File: config.mk
export PLATFORM = sky130hd
export DESIGN_NAME = uart_rxq
export DESIGN_NICKNAME = d
export VERILOG_FILES = /design/src/rtl/uart_pkg.sv /design/src/rtl/uart_rxq_tmo.sv /design/src/rtl/uart_rxq.sv
export SDC_FILE = /design/constraint.sdc
export NUM_CORES = 1
export LEC_CHECK = 0
export CAP_MARGIN = 10
export CORE_MARGIN = 2
export CORE_UTILIZATION = 50
export DETAILED_ROUTE_END_ITERATION = 6
export MAX_ROUTING_LAYER = met4
export PLACE_DENSITY = 0.68
export SYNTH_ARGS = -nofsm -noshare
export SYNTH_HDL_FRONTEND = slang
export SYNTH_SLANG_ARGS = --single-unit
File: constraint.sdc
create_clock -name clk -period 9.1 [get_ports clk]
set_input_delay 1.82 -clock clk [delete_from_list [all_inputs] [get_ports clk]]
set_output_delay 1.82 -clock clk [all_outputs]
set_load 0.02 [all_outputs]
File: src/rtl/uart_pkg.sv
// Shared UART types: per-entry receive error status, rx trigger selection and
// the trigger-level helper used by the receive queue.
package uart_pkg;

    localparam int unsigned TO_CHARS_DEF = 32'd4;

    typedef struct packed {
        logic bi;
        logic fe;
        logic pe;
    } rx_err_t;

    typedef enum logic [1:0] {
        TRIG_ONE       = 2'd0,
        TRIG_QUARTER   = 2'd1,
        TRIG_HALF      = 2'd2,
        TRIG_NEAR_FULL = 2'd3
    } trig_sel_t;

    function automatic int unsigned trig_level(input trig_sel_t sel, input int unsigned depth);
        int unsigned lvl;
        case (sel)
            TRIG_ONE:       lvl = 32'd1;
            TRIG_QUARTER:   lvl = depth / 32'd4;
            TRIG_HALF:      lvl = depth / 32'd2;
            TRIG_NEAR_FULL: lvl = depth - 32'd2;
            default:        lvl = 32'd1;
        endcase
        return lvl;
    endfunction

endpackage

File: src/rtl/uart_rxq_tmo.sv
// Character-timeout counter: counts 16x baud ticks of queue inactivity and
// raises timeout after TO_CHARS character times of frame_bits bits each.
module uart_rxq_tmo
    import uart_pkg::*;
#(
    parameter int unsigned TO_CHARS = TO_CHARS_DEF
) (
    input  logic       clk,
    input  logic       rst,
    input  logic       clear,
    input  logic       active,
    input  logic       baud_pulse,
    input  logic [3:0] frame_bits,
    output logic       timeout
);

    // Sized for the longest frame so any frame_bits setting fits the compare
    localparam int unsigned TW = $clog2(TO_CHARS * 32'd16 * 32'd15 + 32'd1);

    logic [TW-1:0] cnt_r;
    logic [TW-1:0] cnt_nxt_s;
    logic [TW-1:0] limit_s;
    logic          tmo_r;

    assign limit_s = TW'(TO_CHARS) * TW'({frame_bits, 4'b0000});

    // Next tick count: clear, saturate at the limit, else count baud ticks
    always_comb begin
        cnt_nxt_s = cnt_r;
        if (clear || !active) begin
            cnt_nxt_s = {TW{1'b0}};
        end else if (baud_pulse && (cnt_r < limit_s)) begin
            cnt_nxt_s = cnt_r + TW'(1'b1);
        end else begin
            cnt_nxt_s = cnt_r;
        end
    end

    // Counter and timeout flag registers
    always_ff @(posedge clk) begin
        if (!rst) begin
            cnt_r <= {TW{1'b0}};
            tmo_r <= 1'b0;
        end else begin
            cnt_r <= cnt_nxt_s;
            tmo_r <= active && !clear && (cnt_nxt_s >= limit_s);
        end
    end

    assign timeout = tmo_r;

endmodule

File: src/rtl/uart_rxq.sv
// 16550-class receive queue with per-entry error status, trigger level,
// sticky overrun and character timeout. UART_RXQ_PEAK_EN adds a peak output.
module uart_rxq
    import uart_pkg::*;
#(
    parameter int unsigned DW       = 8,
    parameter int unsigned DEPTH    = 16,
    parameter int unsigned TO_CHARS = TO_CHARS_DEF,
    parameter int unsigned CW       = $clog2(DEPTH + 1)
) (
    input  logic          clk,
    input  logic          rst,
    input  logic          en,
    input  logic          clr,
    input  logic          baud_pulse,
    input  logic [3:0]    frame_bits,
    input  logic          push,
    input  logic [DW-1:0] din,
    input  logic [2:0]    err_in,
    input  logic          pop,
    input  logic          lsr_rd,
    input  logic [1:0]    trig_sel,
    output logic [DW-1:0] dout,
    output logic [2:0]    err_out,
    output logic [CW-1:0] count,
    output logic          empty,
    output logic          full,
    output logic          overrun,
    output logic          fifo_err,
    output logic          trig,
    output logic          timeout
`ifdef UART_RXQ_PEAK_EN
    ,
    output logic [CW-1:0] peak
`endif
);

    localparam int unsigned AW = $clog2(DEPTH);
    localparam int unsigned EW = DW + 3;

    logic [EW-1:0] mem_r [DEPTH];
    logic [AW-1:0] wptr_r, rptr_r, wptr_nxt_s, rptr_nxt_s;
    logic [CW-1:0] count_r, count_nxt_s, errcnt_r, errcnt_nxt_s, cap_s;
    logic          en_r, overrun_r;
    logic          flush_s, empty_s, full_s, push_ok_s, pop_ok_s, ovr_evt_s;
    logic [EW-1:0] head_s;
    rx_err_t       in_err_s, head_err_s;

    // A change of mode flushes exactly like an explicit clear
    assign flush_s    = clr | (en ^ en_r);
    assign cap_s      = en_r ? CW'(DEPTH) : CW'(1'b1);
    assign empty_s    = (count_r == {CW{1'b0}});
    assign full_s     = (count_r == cap_s);
    assign head_s     = mem_r[rptr_r];
    assign head_err_s = rx_err_t'(head_s[EW-1:DW]);
    assign in_err_s   = rx_err_t'(err_in);

    assign pop_ok_s  = pop & ~empty_s & ~flush_s;
    assign push_ok_s = push & ~flush_s & (~full_s | pop_ok_s);
    assign ovr_evt_s = push & ~flush_s & full_s & ~pop_ok_s;

    // Next pointers, occupancy and error-entry count
    always_comb begin
        wptr_nxt_s   = wptr_r;
        rptr_nxt_s   = rptr_r;
        count_nxt_s  = count_r;
        errcnt_nxt_s = errcnt_r;
        if (flush_s) begin
            wptr_nxt_s   = {AW{1'b0}};
            rptr_nxt_s   = {AW{1'b0}};
            count_nxt_s  = {CW{1'b0}};
            errcnt_nxt_s = {CW{1'b0}};
        end else begin
            if (push_ok_s) begin
                wptr_nxt_s = en_r ? (wptr_r + AW'(1'b1)) : {AW{1'b0}};
            end else begin
                wptr_nxt_s = wptr_r;
            end
            if (pop_ok_s) begin
                rptr_nxt_s = en_r ? (rptr_r + AW'(1'b1)) : {AW{1'b0}};
            end else begin
                rptr_nxt_s = rptr_r;
            end
            count_nxt_s  = count_r + CW'(push_ok_s) - CW'(pop_ok_s);
            errcnt_nxt_s = errcnt_r
                         + CW'(push_ok_s & (in_err_s.bi | in_err_s.fe | in_err_s.pe))
                         - CW'(pop_ok_s & (head_err_s.bi | head_err_s.fe | head_err_s.pe));
        end
    end

    // Entry storage; contents are qualified by count so no reset is needed
    always_ff @(posedge clk) begin
        if (rst && push_ok_s) begin
            mem_r[wptr_r] <= {err_in, din};
        end
    end

    // Queue state and sticky overrun
    always_ff @(posedge clk) begin
        if (!rst) begin
            en_r      <= 1'b0;
            wptr_r    <= {AW{1'b0}};
            rptr_r    <= {AW{1'b0}};
            count_r   <= {CW{1'b0}};
            errcnt_r  <= {CW{1'b0}};
            overrun_r <= 1'b0;
        end else begin
            en_r     <= en;
            wptr_r   <= wptr_nxt_s;
            rptr_r   <= rptr_nxt_s;
            count_r  <= count_nxt_s;
            errcnt_r <= errcnt_nxt_s;
            if (ovr_evt_s) begin
                overrun_r <= 1'b1;
            end else if (lsr_rd) begin
                overrun_r <= 1'b0;
            end else begin
                overrun_r <= overrun_r;
            end
        end
    end

    // Trigger: level compare in FIFO mode, data-ready in holding mode
    always_comb begin
        trig = 1'b0;
        if (en_r) begin
            trig = (32'(count_r) >= trig_level(trig_sel_t'(trig_sel), DEPTH));
        end else begin
            trig = ~empty_s;
        end
    end

    uart_rxq_tmo #(
        .TO_CHARS(TO_CHARS)
    ) u_tmo (
        .clk       (clk),
        .rst       (rst),
        .clear     (push_ok_s | pop_ok_s | flush_s | empty_s),
        .active    (en_r),
        .baud_pulse(baud_pulse),
        .frame_bits(frame_bits),
        .timeout   (timeout)
    );

    assign dout     = empty_s ? {DW{1'b0}} : head_s[DW-1:0];
    assign err_out  = empty_s ? 3'b000 : head_s[EW-1:DW];
    assign count    = count_r;
    assign empty    = empty_s;
    assign full     = full_s;
    assign overrun  = overrun_r;
    assign fifo_err = (errcnt_r != {CW{1'b0}});

`ifdef UART_RXQ_PEAK_EN
    logic [CW-1:0] peak_r;

    // High-water mark of occupancy; survives flushes, reloaded by LSR reads
    always_ff @(posedge clk) begin
        if (!rst) begin
            peak_r <= {CW{1'b0}};
        end else if (lsr_rd) begin
            peak_r <= count_r;
        end else if (count_nxt_s > peak_r) begin
            peak_r <= count_nxt_s;
        end else begin
            peak_r <= peak_r;
        end
    end

    assign peak = peak_r;
`endif

endmodule
==> key figures <==
Global routing
  – GRT overflow: 0
  – First-pass GRT wire length: ~28 mm
  – Met3 GRT Util: ~3.5%
  – Vias in the first global route: ~5,000
  – Met2 Use GR: about a third
  – Tot GR Track Use: approximately a fifth
  – Largest net degree at the start of global routing: 45
  – Met1 Use GR: between 20% and 30%
  – Antenna violations before repair: 0
  – Gr busiest metal: met2

Yosys
  – Post-synthesis cell area: 0.00891 mm^2
  – Post-synth EDFFs: around 180
  – Seq/Total Area, Yosys: roughly two thirds
  – Syn Area/Cell: between 15 and 20 um^2
  – Post-synthesis register bit count: roughly 210
  – Syn nets: between 500 and 600
  – Top_reg_cell synth: edfxtp_1
  – Mapped Cells: 540
  – Asr flop ratio synth: 0%
  – Netlist cell types: between 40 and 50
  – Synth warn: 0

Die
  – Chip Width: around 140 um
  – Die height: approximately 140 um
  – Die area: ~0.019 mm^2
  – Ports: 47
  – # rows: 48
  – Core area: 0.0174 mm^2
  – Initial core utilization: 51.4%

Layout
  – Multi-input gate area: between 0.002 and 0.003 mm^2
  – Layout cells sized above 1: approximately 18%
  – Layout Cells excl Fill: between 800 and 900
  – Commonest non-fill, non-tap cell in the layout: edfxtp_1
  – Filler cell count: roughly 1,300
  – Nets: approximately 670
  – Most frequent cells in the layout: 176 x edfxtp_1, 53 x mux4_2, 49 x nor2_1, 46 x clkdlybuf4s50_1, 33 x dfxtp_1
  – Storage cell area: 0.00599 mm^2
  – # diodes: 0
  – Area Growth Syn to Fin: 16.3%

Critical path
  – CP arrival: roughly 3.8 ns
  – Maximum fanout along the worst path: 3
  – Crit path launch type: input port
  – Crit path required time: 7.28 ns
  – Crit Path Category: in2out
  – Worst Setup End Kind: primary output

Drt
  – DRC Markers: 0
  – WL per Instance: roughly 21 um
  – Total number of vias: 4,891
  – Drt pass-1 iters: 4
  – DR vias/cell: between 5 and 6
  – DRT iter0 DRCs: 334
  – Post-Route WL: 17.7 mm
  – Post-DRT Antenna Nets: 0

Clock network
  – H-tree lvl count: 1
  – Root buf cell: clkbuf_16
  – Clk slew on worst S/H paths: 0.06 ns
  – Setup bufs post-CTS: 0
  – Inserted Clock Buffers: 22
  – Clock Latency Late Sink: 0.50 ns
  – Longest Clk Path Bufs: 3
  – Resized Gates After CTS: 0
  – CTS tree: built
  – CTS Hold Buffers Added: 0
  – Clk sink count: 211

STA
  – RSZ-0062 raised after global routing: false
  – Endpoints failing hold: 0
  – Share of the cycle needed by the critical path after routing: between 60% and 70%
  – TNS Setup: 0 ns
  – Slew @ Worst Pin: roughly 0.94 ns
  – Clk_skew: 0.00690 ns
  – Setup violators final: 0
  – F_max: 178 MHz
  – Slew margin rel.: 37.0%
  – Tmin final: between 5 and 6 ns
  – Pins over their slew limit: 0

Job
  – MaxCap Viol Count: 0

Place
  – RD Place Congestion: roughly 0.84
  – HPWL Detailed: 11.2 mm
  – Buffers on Ports: 46
  – Placed cells: just over 800

Pwr
  – IR drop worst, VDD: 0.121 mV
  – Pwr dens: 184 mW/mm^2
  – Pleak: between 3 and 4 nW

Hold path
  – HP Class: reg2reg

Outcome
  – Status: complete, no violations
## area by class of cell
cell class	instances	area share [%]
Sequential cell	211	57.8
Multi-Input combinational cell	279	26.3
Timing Repair Buffer	65	5.82
Clock buffer	25	5.62
Tap cell	225	2.72
Inverter	30	1.11
Clock inverter	13	0.664
## critical path, cell delays in order
cell	delay [ns]
clkdlybuf4s50_1	0.51
nor2_1	0.06
ha_1	0.26
nand2b_1	0.15
a21oi_1	0.16
nor2b_1	0.06
o21ai_0	0.14
a22oi_1	0.08
clkdlybuf4s50_1	0.55
## synthesized netlist by cell type (all sizes together) (8+ instances only)
master / number / area [um^2]
nand2: 18 / 67.6
edfxtp: 176 / 5290
xnor2: 9 / 78.8
ha: 29 / 363
clkbuf: 12 / 45.0
inv: 30 / 115
buf: 8 / 41.3
mux4: 53 / 1190
nor2: 49 / 184
and2: 11 / 68.8
nand3: 12 / 60.1
dfxtp: 35 / 701
nor3: 8 / 40.0
a21oi: 16 / 80.1
o21ai: 8 / 40.0
## state kept, by name, indices dropped and copies added, names as in the netlist, named ones only
name	flops
u_tmo.cnt_r	10
errcnt_r	5
overrun	1
wptr_r	4
rptr_r	4
count	5
en_r	1
mem_r	176
u_tmo.timeout	1
## power by group
| group | internal [mW] | switching, mW | total (mW) |
|---|---|---|---|
| Combinational | 0.0196 | 0.0277 | 0.0473 |
| Clock | 0.459 | 0.353 | 0.812 |
| Sequential | 1.05 | 0.00122 | 1.05 |
## final timing paths
kind | start | end | cells after the start | slack (ns)
worst max-delay path | trig_sel[1] | trig | 9 | 3.48
worst min-delay path | overrun$_SDFFE_PN0P_ | overrun$_SDFFE_PN0P_ | 2 | 0.48
worst max register to register | count[3]$_SDFF_PP0_ | u_tmo.timeout$_SDFF_PN0_ | 14 | 4.89
worst min register to register | overrun$_SDFFE_PN0P_ | overrun$_SDFFE_PN0P_ | 2 | 0.48
## layer usage
layer,wire length [um],share of wire (%)
met4,431,2.4
met3,1040,5.9
met5,0,0
met1,7350,41
met2,8890,50
## metrics by stage
stage	instance area [um^2]	setup WS, ns	hold slack [ns]	utilization [%]	total power, mW
2_1_floorplan	8910	4.52	0.472	-	1.09
3_3_place_gp	9710	3.56	0.474	55.9	1.11
3_5_place_dp	9710	3.48	0.487	55.9	1.12
4_1_cts	10400	3.48	0.495	59.7	1.92
5_1_grt	10400	3.37	0.536	59.7	1.96
6_report	10400	3.48	0.484	59.7	1.91
## kinds of logic after synthesis
family / Yosys count / share of synthesized area [%]
flip-flops: 211 / 67.2
AND/OR/NAND/NOR: 137 / 7.85
multiplexers: 55 / 13.6
buffers and inverters: 50 / 2.26
AO/OA/AOI/OAI: 41 / 3.13
adder cells (fa/ha/maj): 31 / 4.52
XOR/XNOR: 15 / 1.47
(Power assumes the default switching activity.)
